`src/rtl/maverickOne_pkg.sv`:
```
`default_nettype none
// ============================================================================
// Module   : maverickOne_pkg
// Brief    : Shared types and sizing for the maverickOne issue stage
//            register lock scoreboard.
// Revision : 1.0 - initial release
// ============================================================================
package maverickOne_pkg;

  // Architectural register count; x0 is hardwired and never locked
  localparam int NUM_REGS     = 32;
  // Number of writeback ports returning results each cycle
  localparam int NUM_WB_PORTS = 2;

  // Scoreboard operating state: RUN tracks per-register locks, BLOCKED
  // presents every register as locked until the blocking instruction ends
  typedef enum logic [0:0] {
    RUN     = 1'b0,
    BLOCKED = 1'b1
  } reg_lock_state_e;

endpackage : maverickOne_pkg
`default_nettype wire

```
`src/rtl/rd_onehot_dec.sv`:
```
`default_nettype none
// ============================================================================
// Module   : rd_onehot_dec
// Brief    : Register index to one-hot mask decoder with an enable. Bit 0
//            is always 0 so that x0 can never be locked or cleared.
// Revision : 1.0 - initial release
// ============================================================================
module rd_onehot_dec #(
  parameter int NR = 32,
  parameter int IW = $clog2(NR)
) (
  input  logic          i_en,
  input  logic [IW-1:0] i_idx,
  output logic [NR-1:0] o_onehot
);

  // Decode the index when enabled, then force the x0 position low
  always_comb begin
    o_onehot = '0;
    if (i_en) begin
      o_onehot[i_idx] = 1'b1;
    end
    o_onehot[0] = 1'b0;
  end

endmodule : rd_onehot_dec
`default_nettype wire

```
`src/rtl/reg_lock_release.sv`:
```
`default_nettype none
// ============================================================================
// Module   : reg_lock_release
// Brief    : Release side of the register grant checker. Records locks for
//            granted instructions, clears them on writeback, tracks the
//            RUN/BLOCKED state for blocking instructions and the memory-busy
//            flag. Outputs are registered or decoded from registers only.
// Config   : REG_LOCK_RELEASE_ERR_EN - adds sticky protocol error output err_o
// Revision : 1.0 - initial release
// ============================================================================
module reg_lock_release
  import maverickOne_pkg::*;
#(
  parameter  int NR  = maverickOne_pkg::NUM_REGS,
  parameter  int NWB = maverickOne_pkg::NUM_WB_PORTS,
  localparam int IW  = $clog2(NR)
) (
  input  logic              clk_i,
  input  logic              arst_i,
  input  logic              issue_valid_i,
  input  logic              issue_blocking_i,
  input  logic [IW-1:0]     issue_rd_i,
  input  logic              issue_mem_op_i,
  input  logic [NWB-1:0]    wb_valid_i,
  input  logic [NWB*IW-1:0] wb_rd_i,
  input  logic              blk_done_i,
  input  logic              mem_done_i,
  output logic [NR-1:0]     locks_o,
  output logic              mem_busy_o,
  output logic              idle_o
`ifdef REG_LOCK_RELEASE_ERR_EN
  ,
  output logic              err_o
`endif
);

  reg_lock_state_e r_state;
  reg_lock_state_e w_state_n;
  logic [NR-1:0]   r_locks;
  logic [NR-1:0]   w_locks_n;
  logic [NR-1:0]   w_set_mask;
  logic [NR-1:0]   w_wb_clr;
  logic [NR-1:0]   w_wb_mask [NWB];
  logic            r_mem_busy;
  logic            w_mem_busy_n;
  logic            w_issue_run;

  // Issues are only honoured in RUN; in BLOCKED the checker cannot grant
  assign w_issue_run = issue_valid_i & (r_state == RUN);

  rd_onehot_dec #(.NR(NR), .IW(IW)) u_issue_dec (
    .i_en     (w_issue_run & ~issue_blocking_i),
    .i_idx    (issue_rd_i),
    .o_onehot (w_set_mask)
  );

  generate
    for (genvar k = 0; k < NWB; k++) begin : g_wb_dec
      rd_onehot_dec #(.NR(NR), .IW(IW)) u_wb_dec (
        .i_en     (wb_valid_i[k]),
        .i_idx    (wb_rd_i[k*IW +: IW]),
        .o_onehot (w_wb_mask[k])
      );
    end
  endgenerate

  // Merge all writeback ports into one clear mask
  always_comb begin
    w_wb_clr = '0;
    for (int k = 0; k < NWB; k++) begin
      w_wb_clr = w_wb_clr | w_wb_mask[k];
    end
  end

  // State, shadow lock vector and memory-busy flag registers
  always_ff @(posedge clk_i or posedge arst_i) begin
    if (arst_i) begin
      r_state    <= RUN;
      r_locks    <= '0;
      r_mem_busy <= 1'b0;
    end else begin
      r_state    <= w_state_n;
      r_locks    <= w_locks_n;
      r_mem_busy <= w_mem_busy_n;
    end
  end

  // Next-state and output decode; set beats clear so a WAW re-lock survives
  // the older instruction's writeback
  always_comb begin
    w_state_n    = r_state;
    w_locks_n    = (r_locks & ~w_wb_clr) | w_set_mask;
    w_locks_n[0] = 1'b0;
    w_mem_busy_n = (w_issue_run & issue_mem_op_i) | (r_mem_busy & ~mem_done_i);
    locks_o      = r_locks;
    case (r_state)
      RUN: begin
        if (issue_valid_i & issue_blocking_i) begin
          w_state_n = BLOCKED;
        end
      end
      BLOCKED: begin
        locks_o = '1;
        if (blk_done_i) begin
          w_state_n = RUN;
        end
      end
      default: begin
        w_state_n = RUN;
      end
    endcase
  end

  assign mem_busy_o = r_mem_busy;
  assign idle_o     = (r_state == RUN) & ~(|r_locks) & ~r_mem_busy;

`ifdef REG_LOCK_RELEASE_ERR_EN
  logic r_err;
  logic w_err_evt;

  // Detect protocol violations that the normal path silently absorbs
  always_comb begin
    w_err_evt = 1'b0;
    if (issue_valid_i & (r_state == BLOCKED)) w_err_evt = 1'b1;
    if (blk_done_i & (r_state == RUN))       w_err_evt = 1'b1;
    if (mem_done_i & ~r_mem_busy)            w_err_evt = 1'b1;
    for (int k = 0; k < NWB; k++) begin
      // Writeback of a nonzero register that holds no lock
      if (|(w_wb_mask[k] & ~r_locks)) w_err_evt = 1'b1;
      // Two ports retiring the same nonzero register together
      for (int j = 0; j < k; j++) begin
        if (|(w_wb_mask[j] & w_wb_mask[k])) w_err_evt = 1'b1;
      end
    end
  end

  // Sticky error flag, cleared only by reset
  always_ff @(posedge clk_i or posedge arst_i) begin
    if (arst_i) begin
      r_err <= 1'b0;
    end else if (w_err_evt) begin
      r_err <= 1'b1;
    end
  end

  assign err_o = r_err;
`endif

endmodule : reg_lock_release
`default_nettype wire

```
`config.mk`:
```
export PLATFORM = sky130hd
export DESIGN_NAME = reg_lock_release
export DESIGN_NICKNAME = d
export VERILOG_FILES = /design/src/rtl/maverickOne_pkg.sv /design/src/rtl/rd_onehot_dec.sv /design/src/rtl/reg_lock_release.sv
export SDC_FILE = /design/constraint.sdc
export NUM_CORES = 1
export LEC_CHECK = 0
export ABC_AREA = 0
export CORE_MARGIN = 3
export CORE_UTILIZATION = 48
export DETAILED_ROUTE_END_ITERATION = 10
export GPL_ROUTABILITY_DRIVEN = 0
export PLACE_DENSITY = 0.92
export SYNTH_ARGS = -nofsm -noshare
export SYNTH_HDL_FRONTEND = slang
export SYNTH_SLANG_ARGS = --single-unit
```
`constraint.sdc`:
```
create_clock -name clk_i -period 1.49 [get_ports clk_i]
set_clock_uncertainty 0.05 [all_clocks]
set_input_delay 0.149 -clock clk_i [delete_from_list [all_inputs] [get_ports clk_i]]
set_output_delay 0.149 -clock clk_i [all_outputs]
set_load 0.005 [all_outputs]
```
==> reports/results.ini, run 1 <==
[clocking]
cts.sinks = 33
clock_path_buffers = 2
cts_buffers = 5
cts-root-buf = clkbuf_8
h-tree-depth = 2

[logic_synthesis]
synth_mux_area_share_pct = 0.494
synth_top_family_by_area = simple AND/OR/NAND/NOR gates
ys_seq_area_share_pct = 40.8
synth_area_per_cell_um2 = 9.97
syn_inst = 203
synth_xor_xnor_area_share_pct = 0
synthDistinctLibCells = 31
syn_nets = 227
ys_warn_count = 0
synth_seq_cells = 33
yosys.area_share.simple_pct = 33.9
synthAdderAreaFrac_pct = 0
synth_compound_area_share_pct = 23.2
syn-cell-area_um2 = 2020

[outcome]
flow.stopped_at = global routing (5_1_grt)
status = did not finish
stop_error = [ERROR DPL-0033] detailed placement checks failed during check placement.

[floorplanning]
start_util_pct = 52.5
die_w_um = 70.9
die_h_um = 70.9
io-pin-count = 58
fp-row-count = 22

[placed_design]
dp.cells = 363
placed_area_um2 = 3080
portBuffers = 57
place_hpwl_um = 5520

[global_route]
antenna_found_initial = 0
grt_max_degree = 34

[sta]
globalroute.repair_timing.worst_endpoint = idle_o
worstEpCategory = primary output

==> metrics by stage <==
stage | utilization (%) | setup slack [ns]
after CTS | 89.1 | -0.326
after detailed placement | 80.0 | -0.465
after global placement | 80.0 | -0.434
after floorplan | - | 0.124
==> cell usage after synthesis, drive strengths merged <==
library cell | instances | share of area [%]
nand2 | 6 | 1.1
nor3 | 6 | 2.0
nand3b | 14 | 5.2
o22ai | 1 | 0.31
dfrtp | 33 | 41
clkbuf | 3 | 0.56
nor4 | 7 | 2.2
inv | 2 | 0.37
buf | 2 | 0.62
nand2b | 1 | 0.31
and3b | 5 | 2.2
o221ai | 16 | 6.9
nand4 | 1 | 0.31
and3 | 2 | 0.62
nor2b | 1 | 0.31
or3b | 3 | 1.4
o21ai | 16 | 4.0
or2 | 31 | 9.6
nand3 | 6 | 1.5
mux2i | 1 | 0.49
a22oi | 15 | 5.6
nor2 | 3 | 0.93
or4 | 1 | 0.37
nor3b | 12 | 5.9
a22o | 15 | 6.5
==> logic make-up after synthesis <==
group | after synthesis
multiplexers | 1
AND/OR/NAND/NOR | 99
AO/OA/AOI/OAI | 63
buffers and inverters | 7
flip-flops | 33
==> repair_timing <==
item	in CTS
endpoints found under the setup margin	33
cloned	2
buffers inserted	7
pin swaps	20
resized for setup	157
hold buffers	0
==> inputs of run 2 (changes only) <==
Settings changed: CORE_UTILIZATION 48 to 40, PLACE_DENSITY 0.92 to unset, PLACE_DENSITY_LB_ADDON set to 0.15.
==> run 2 against run 1 <==
  * The flow now finishes, with violations (setup timing)
  * Synthesized cell count is the same
  * Synthesized area unchanged
==> reports/results.ini, run 2 <==
[logic_synthesis]
synth_edf_count = 0
synthTopCellsByArea = dfrtp_1 41%, or2_2 9.6%, o221ai_1 6.9%, a22o_1 6.5%, a22oi_1 5.6%
syn_nets = 227
async_reset_ff_share_pct = 100
synth_top_area_cell = dfrtp_1
synthDistinctLibCells = 31
synth_seq_cells = 33
yosysMostFrequentCell = dfrtp_1
synth-main-ff-cell = dfrtp_1
ys_warn_count = 0
syn_inst = 203
synth_area_per_cell_um2 = 9.97
ys_seq_area_share_pct = 40.8
yosys-top-cells-count = 33 x dfrtp_1, 31 x or2_2, 16 x o221ai_1
syn-cell-area_um2 = 2020
synth_top_area_share_pct = 40.8

[floorplanning]
dieArea_um2 = 5950
io-pin-count = 58
fp-row-count = 25
die_h_um = 77.1
start_util_pct = 42.0
die_w_um = 77.1
core_um2 = 4820

[routing]
first_pass_iters = 5
finalWirelength_um = 10100
drtAntennaViolNets = 0
drcViolationCount = 0
post_drt_wl_per_cell_um = 24.2
vias = 2666
drtIter0Drc = 415
vias_per_cell = 6.36

[sta]
maxClockFrequency_ghz = 0.548
setup_violations = 64
drv_slew = 0
maxSlewHeadroom_pct = 47.9
final-hold-violation-count = 0
worstMarginPinSlew_ns = 0.780
rsz0062_at_grt = yes
fin_setup_tns_ns = -11.57
period_share_pct = 123
fin_crit_ns = 1.83
fin_ws_ns = -0.336
whs_ns = 0.203

[layout]
num-nets-final = 375
largest_reg_flops = 31
drive_gt1_share_pct = 56.8
antenna_cells = 0
final_area_um2 = 3900
most-common-layout-cells = 59 x buf_4, 53 x buf_6, 32 x dfrtp_1, 31 x or2_4, 23 x clkdlybuf4s50_1
fin_util_pct = 80.9
top_register = r_locks
final_common_cell = buf_4
areaGrowthSynthToFinish_pct = 92.5
stdcell_count = 419

[min_path]
hold_class = in -> async

[global_route]
grt_remaining_overflow = 0
grtUsageTotal_pct = 31.9
grt_max_degree = 34
grt_pass1_wl_um = 14400
grt_pass1_vias = 2624
antenna_found_initial = 0

[flow_run]
cap_violations = 0

[critical_path]
crit_type = reg -> reg
critPathArrivalTime_ns = 1.99
reg2reg_depth = 9
setup.worst_path.start = r_state
r2r-end = r_locks[17]
cp_max_fo = 6
crit_path_end_kind = register
crit_required_ns = 1.66
worstReg2RegStart = r_state
reg2reg_slack_ns = -0.34
cp-start-kind = register

[clocking]
clock_latency_ns = 0.29
clkSlewWorstSetupHoldPaths_ns = 0.08
cts.sinks = 33
clock_path_buffers = 2
cts_buffers = 5
cts-root-buf = clkbuf_8
h-tree-depth = 2
cts_tree = yes

[placed_design]
placed_area_um2 = 3120
place_ws_ns = -0.398
dp.cells = 384
place_hpwl_um = 5610
portBuffers = 57

[power_and_ir_drop]
p_int_mw = 2.60
clockPowerShare_pct = 24.4
p_sw_mw = 1.14
ir_worst_vdd_mv = 0.891
power.total_mw = 3.74
power_density_nw_per_um2 = 960
share_seq_of_total_power_pct = 29.9
power.share.combinational_pct = 45.7
leakagePower_nw = 1.78
swShare_pct = 30.5

[outcome]
status = finished with violations
failed_checks = setup timing

[run 2: cell counts after synthesis]
No cell type changed its count.
[run 2: timing repair]
item / in CTS / in global routing
resized for setup: 213 / 68
setup endpoints to repair: 33 / 64
buffers inserted: 18 / 10
hold buffers: 0 / 0
pin swaps: 28 / 26
cloned: 5 / 0
[run 2: logic make-up after synthesis]
kind of cell / Yosys count / synth area share (%)
buffers and inverters: 7 / 1.55
and+or+nand+nor: 99 / 33.9
muxes: 1 / 0.494
AOI/OAI and AO/OA: 63 / 23.2
DFF: 33 / 40.8
[run 2: layout make-up]
type,count,area (um^2)
Clock buffer,7,86.3
Timing Repair Buffer,146,1440
Sequential cell,33,827
Tap cell,67,83.8
Inverter,2,7.51
Fill cell,305,921
Multi-Input combinational cell,163,1420
Clock inverter,1,30.0
[run 2: how the worst max path moves through the flow]
stage / endpoint / slack [ns] / depth (start not counted)
after floorplan: idle_o / 0.12 / 3
after global placement: idle_o / -0.41 / 4
after detailed placement: idle_o / -0.40 / 4
after CTS: idle_o / -0.33 / 3
after global routing: idle_o / -0.38 / 4
final: r_locks[17] / -0.34 / 9
[run 2: per-layer routing]
| layer | vias to the layer above | GRT usage [%] | wire, um |
|---|---|---|---|
| met2 | 226 | 53.8 | 4870 |
| met5 | - | 0 | 0 |
| li1 | 1110 | - | - |
| met4 | 0 | 14.1 | 538 |
| met3 | 52 | 6.69 | 933 |
| met1 | 1278 | 39.1 | 3810 |
[run 2: power groups by stage]
stage                     logic (mW)  registers, mW  clock network (mW)
after global routing            1.79           1.12               0.946
after global placement          1.15           1.09                   0
after floorplan                0.444           1.09                   0
after CTS                       1.55           1.09               0.895
final                           1.71           1.12               0.913
after detailed placement        1.16           1.10                   0
[run 2: worst max-delay path, cell delays in order (launching register included)]
cell and delay [ns]:
dfrtp_2 0.42, buf_6 0.12, buf_8 0.13, buf_16 0.14
buf_8 0.13, buf_6 0.11, nand2b_4 0.14, buf_6 0.13
nor2_4 0.15, a22o_1 0.21
(Power assumes the default switching activity.)
==> inputs of run 3 (changes only) <==
Settings changed: GPL_ROUTABILITY_DRIVEN 0 to unset, SLEW_MARGIN set to 25.
==> results of run 3 <==
Final layout, timing and power as in run 2 (identical DEF).
==> inputs of run 4 (changes only) <==
Settings changed: CORE_UTILIZATION 40 to 45.
Clock period 1.49 ns to 1.81 ns, I/O delays scaled along.
==> run 4 against run 3 <==
  * The run still ends with setup timing left
  * Via count fell by 16%
  * Sequential power shrank 19%
  * Count of clock-buffer cells in the layout decreased by 2
  * Clock power shrank 22%
  * Die area shrank 10%
  * Cell count down 15%
  * Sequential cell count did not move
  * Worst setup slack improved by 0.27 ns
  * Critical endpoint is now idle_o
  * Largest power group is now sequential cells
  * Highest routed layer unchanged
==> reports/results.ini, run 4 (same netlist as run 2, synthesis figures left out) <==
[critical_path]
crit_path_end = idle_o
critPathArrivalTime_ns = 1.65
cp_max_fo = 2
worstReg2RegStart = r_state
reg2reg_depth = 4
cp-start-kind = register
setup.worst_path.start = r_locks[11]
r2r-end = r_locks[11]
crit_type = reg -> out
crit_path_end_kind = output pin
crit_required_ns = 1.58
reg2reg_slack_ns = 0.29

[layout]
regArea_um2 = 827
multi_input_area_um2 = 1200
antenna_cells = 0
final_common_cell = buf_4
most-common-layout-cells = 39 x buf_4, 32 x dfrtp_1, 31 x or2_2, 30 x dlygate4sd2_1, 25 x clkdlybuf4s50_1
largest_reg_flops = 31
fillers = 334
top_register = r_locks
drive_gt1_share_pct = 31.8
fin_util_pct = 74.2
num-nets-final = 328
final_area_um2 = 3100
areaGrowthSynthToFinish_pct = 53.0

[sta]
fin_crit_ns = 1.88
fin_ws_ns = -0.0705
worstMarginPinSlew_ns = 0.457
maxClockFrequency_ghz = 0.532
drv_slew = 0
period_share_pct = 104
setup_violations = 1
rsz0062_at_grt = yes
fin_setup_tns_ns = -0.0705
maxSlewHeadroom_pct = 69.5
final-hold-violation-count = 0

[global_route]
grtUsageTotal_pct = 28.3
grt_pass1_vias = 2261
grt_remaining_overflow = 0
antenna_found_initial = 0
grt_pass1_wl_um = 11300
grt_max_degree = 37

[routing]
vias = 2248
dr_wl_met3_um = 778
drcViolationCount = 0
top_layer = met4
first_pass_iters = 5
dr_wl_met2_um = 3340
vias_per_cell = 6.33
drtAntennaViolNets = 0
finalWirelength_um = 7130
drtIter0Drc = 270
wl_met1_um = 2830
post_drt_wl_per_cell_um = 20.1

[outcome]
status = finished with violations
failed_checks = setup timing

[placed_design]
portBuffers = 57
gp_congestion = 1.02
place_hpwl_um = 5260
placed_area_um2 = 2930
place_ws_ns = -0.154

[clocking]
clock_path_buffers = 2
cts_buffers = 5
postCtsHoldBufs = 0
cts_tree = yes
cts.sinks = 33
h-tree-depth = 2
clkSlewWorstSetupHoldPaths_ns = 0.08
cts-root-buf = clkbuf_8
clock_latency_ns = 0.29

[power_and_ir_drop]
power_density_nw_per_um2 = 812
power.total_mw = 2.52
leakagePower_nw = 1.41
ir_worst_vdd_mv = 0.593

[floorplanning]
die_h_um = 73.1
start_util_pct = 48.5
fp-row-count = 23
die_w_um = 73.1
dieArea_um2 = 5340
core_um2 = 4170
io-pin-count = 58

[min_path]
hold_class = in -> async

[flow_run]
cap_violations = 0

==> run 4: area by class of cell <==
type,instances,share of cell area [%]
Multi-Input combinational cell,163,38.9
Timing Repair Buffer,99,28.4
Sequential cell,33,26.7
Clock buffer,5,2.22
Tap cell,50,2.02
Clock inverter,3,1.49
Inverter,2,0.242
==> run 4: report_power, final <==
part	internal [mW]	switching, mW	total [mW]
clock	0.412	0.302	0.714
sequential	0.837	0.0686	0.905
combinational	0.518	0.379	0.897
total	1.77	0.749	2.52
==> run 4: repair_timing <==
item / CTS / global route
resized for setup: 40 / 6
cloned: 0 / 1
endpoints found under the hold margin: 0 / 0
setup buffers: 0 / 1
pin swaps: 0 / 4
endpoints found under the setup margin: 32 / 2
==> run 4: layer usage <==
metal	GRT usage, %	vias up
li1	-	1014
met5	0	-
met4	11.3	0
met3	7.99	15
met1	36.9	1055
met2	44.2	164
==> run 4: how the worst min path moves through the flow <==
stage,cells past startpoint,endpoint,from
2_1_floorplan,1,r_state,blk_done_i
3_3_place_gp,1,r_locks[2],r_locks[2]
3_5_place_dp,1,r_locks[2],r_locks[2]
4_1_cts,3,r_locks[3],arst_i
5_1_grt,3,r_locks[5],arst_i
6_report,3,r_locks[2],arst_i
==> run 4: metrics by stage <==
step	instances	hold WS, ns
global placement	345	0.462
finish	355	0.244
detailed placement	345	0.466
CTS	353	0.263
floorplan	203	0.224
global route	355	0.323
==> run 4: worst max-delay path, stage by stage (launching register included) <==
cell and delay (ns):
dfrtp_1 0.39, or4_4 0.57, nor4_4 0.26, buf_2 0.15
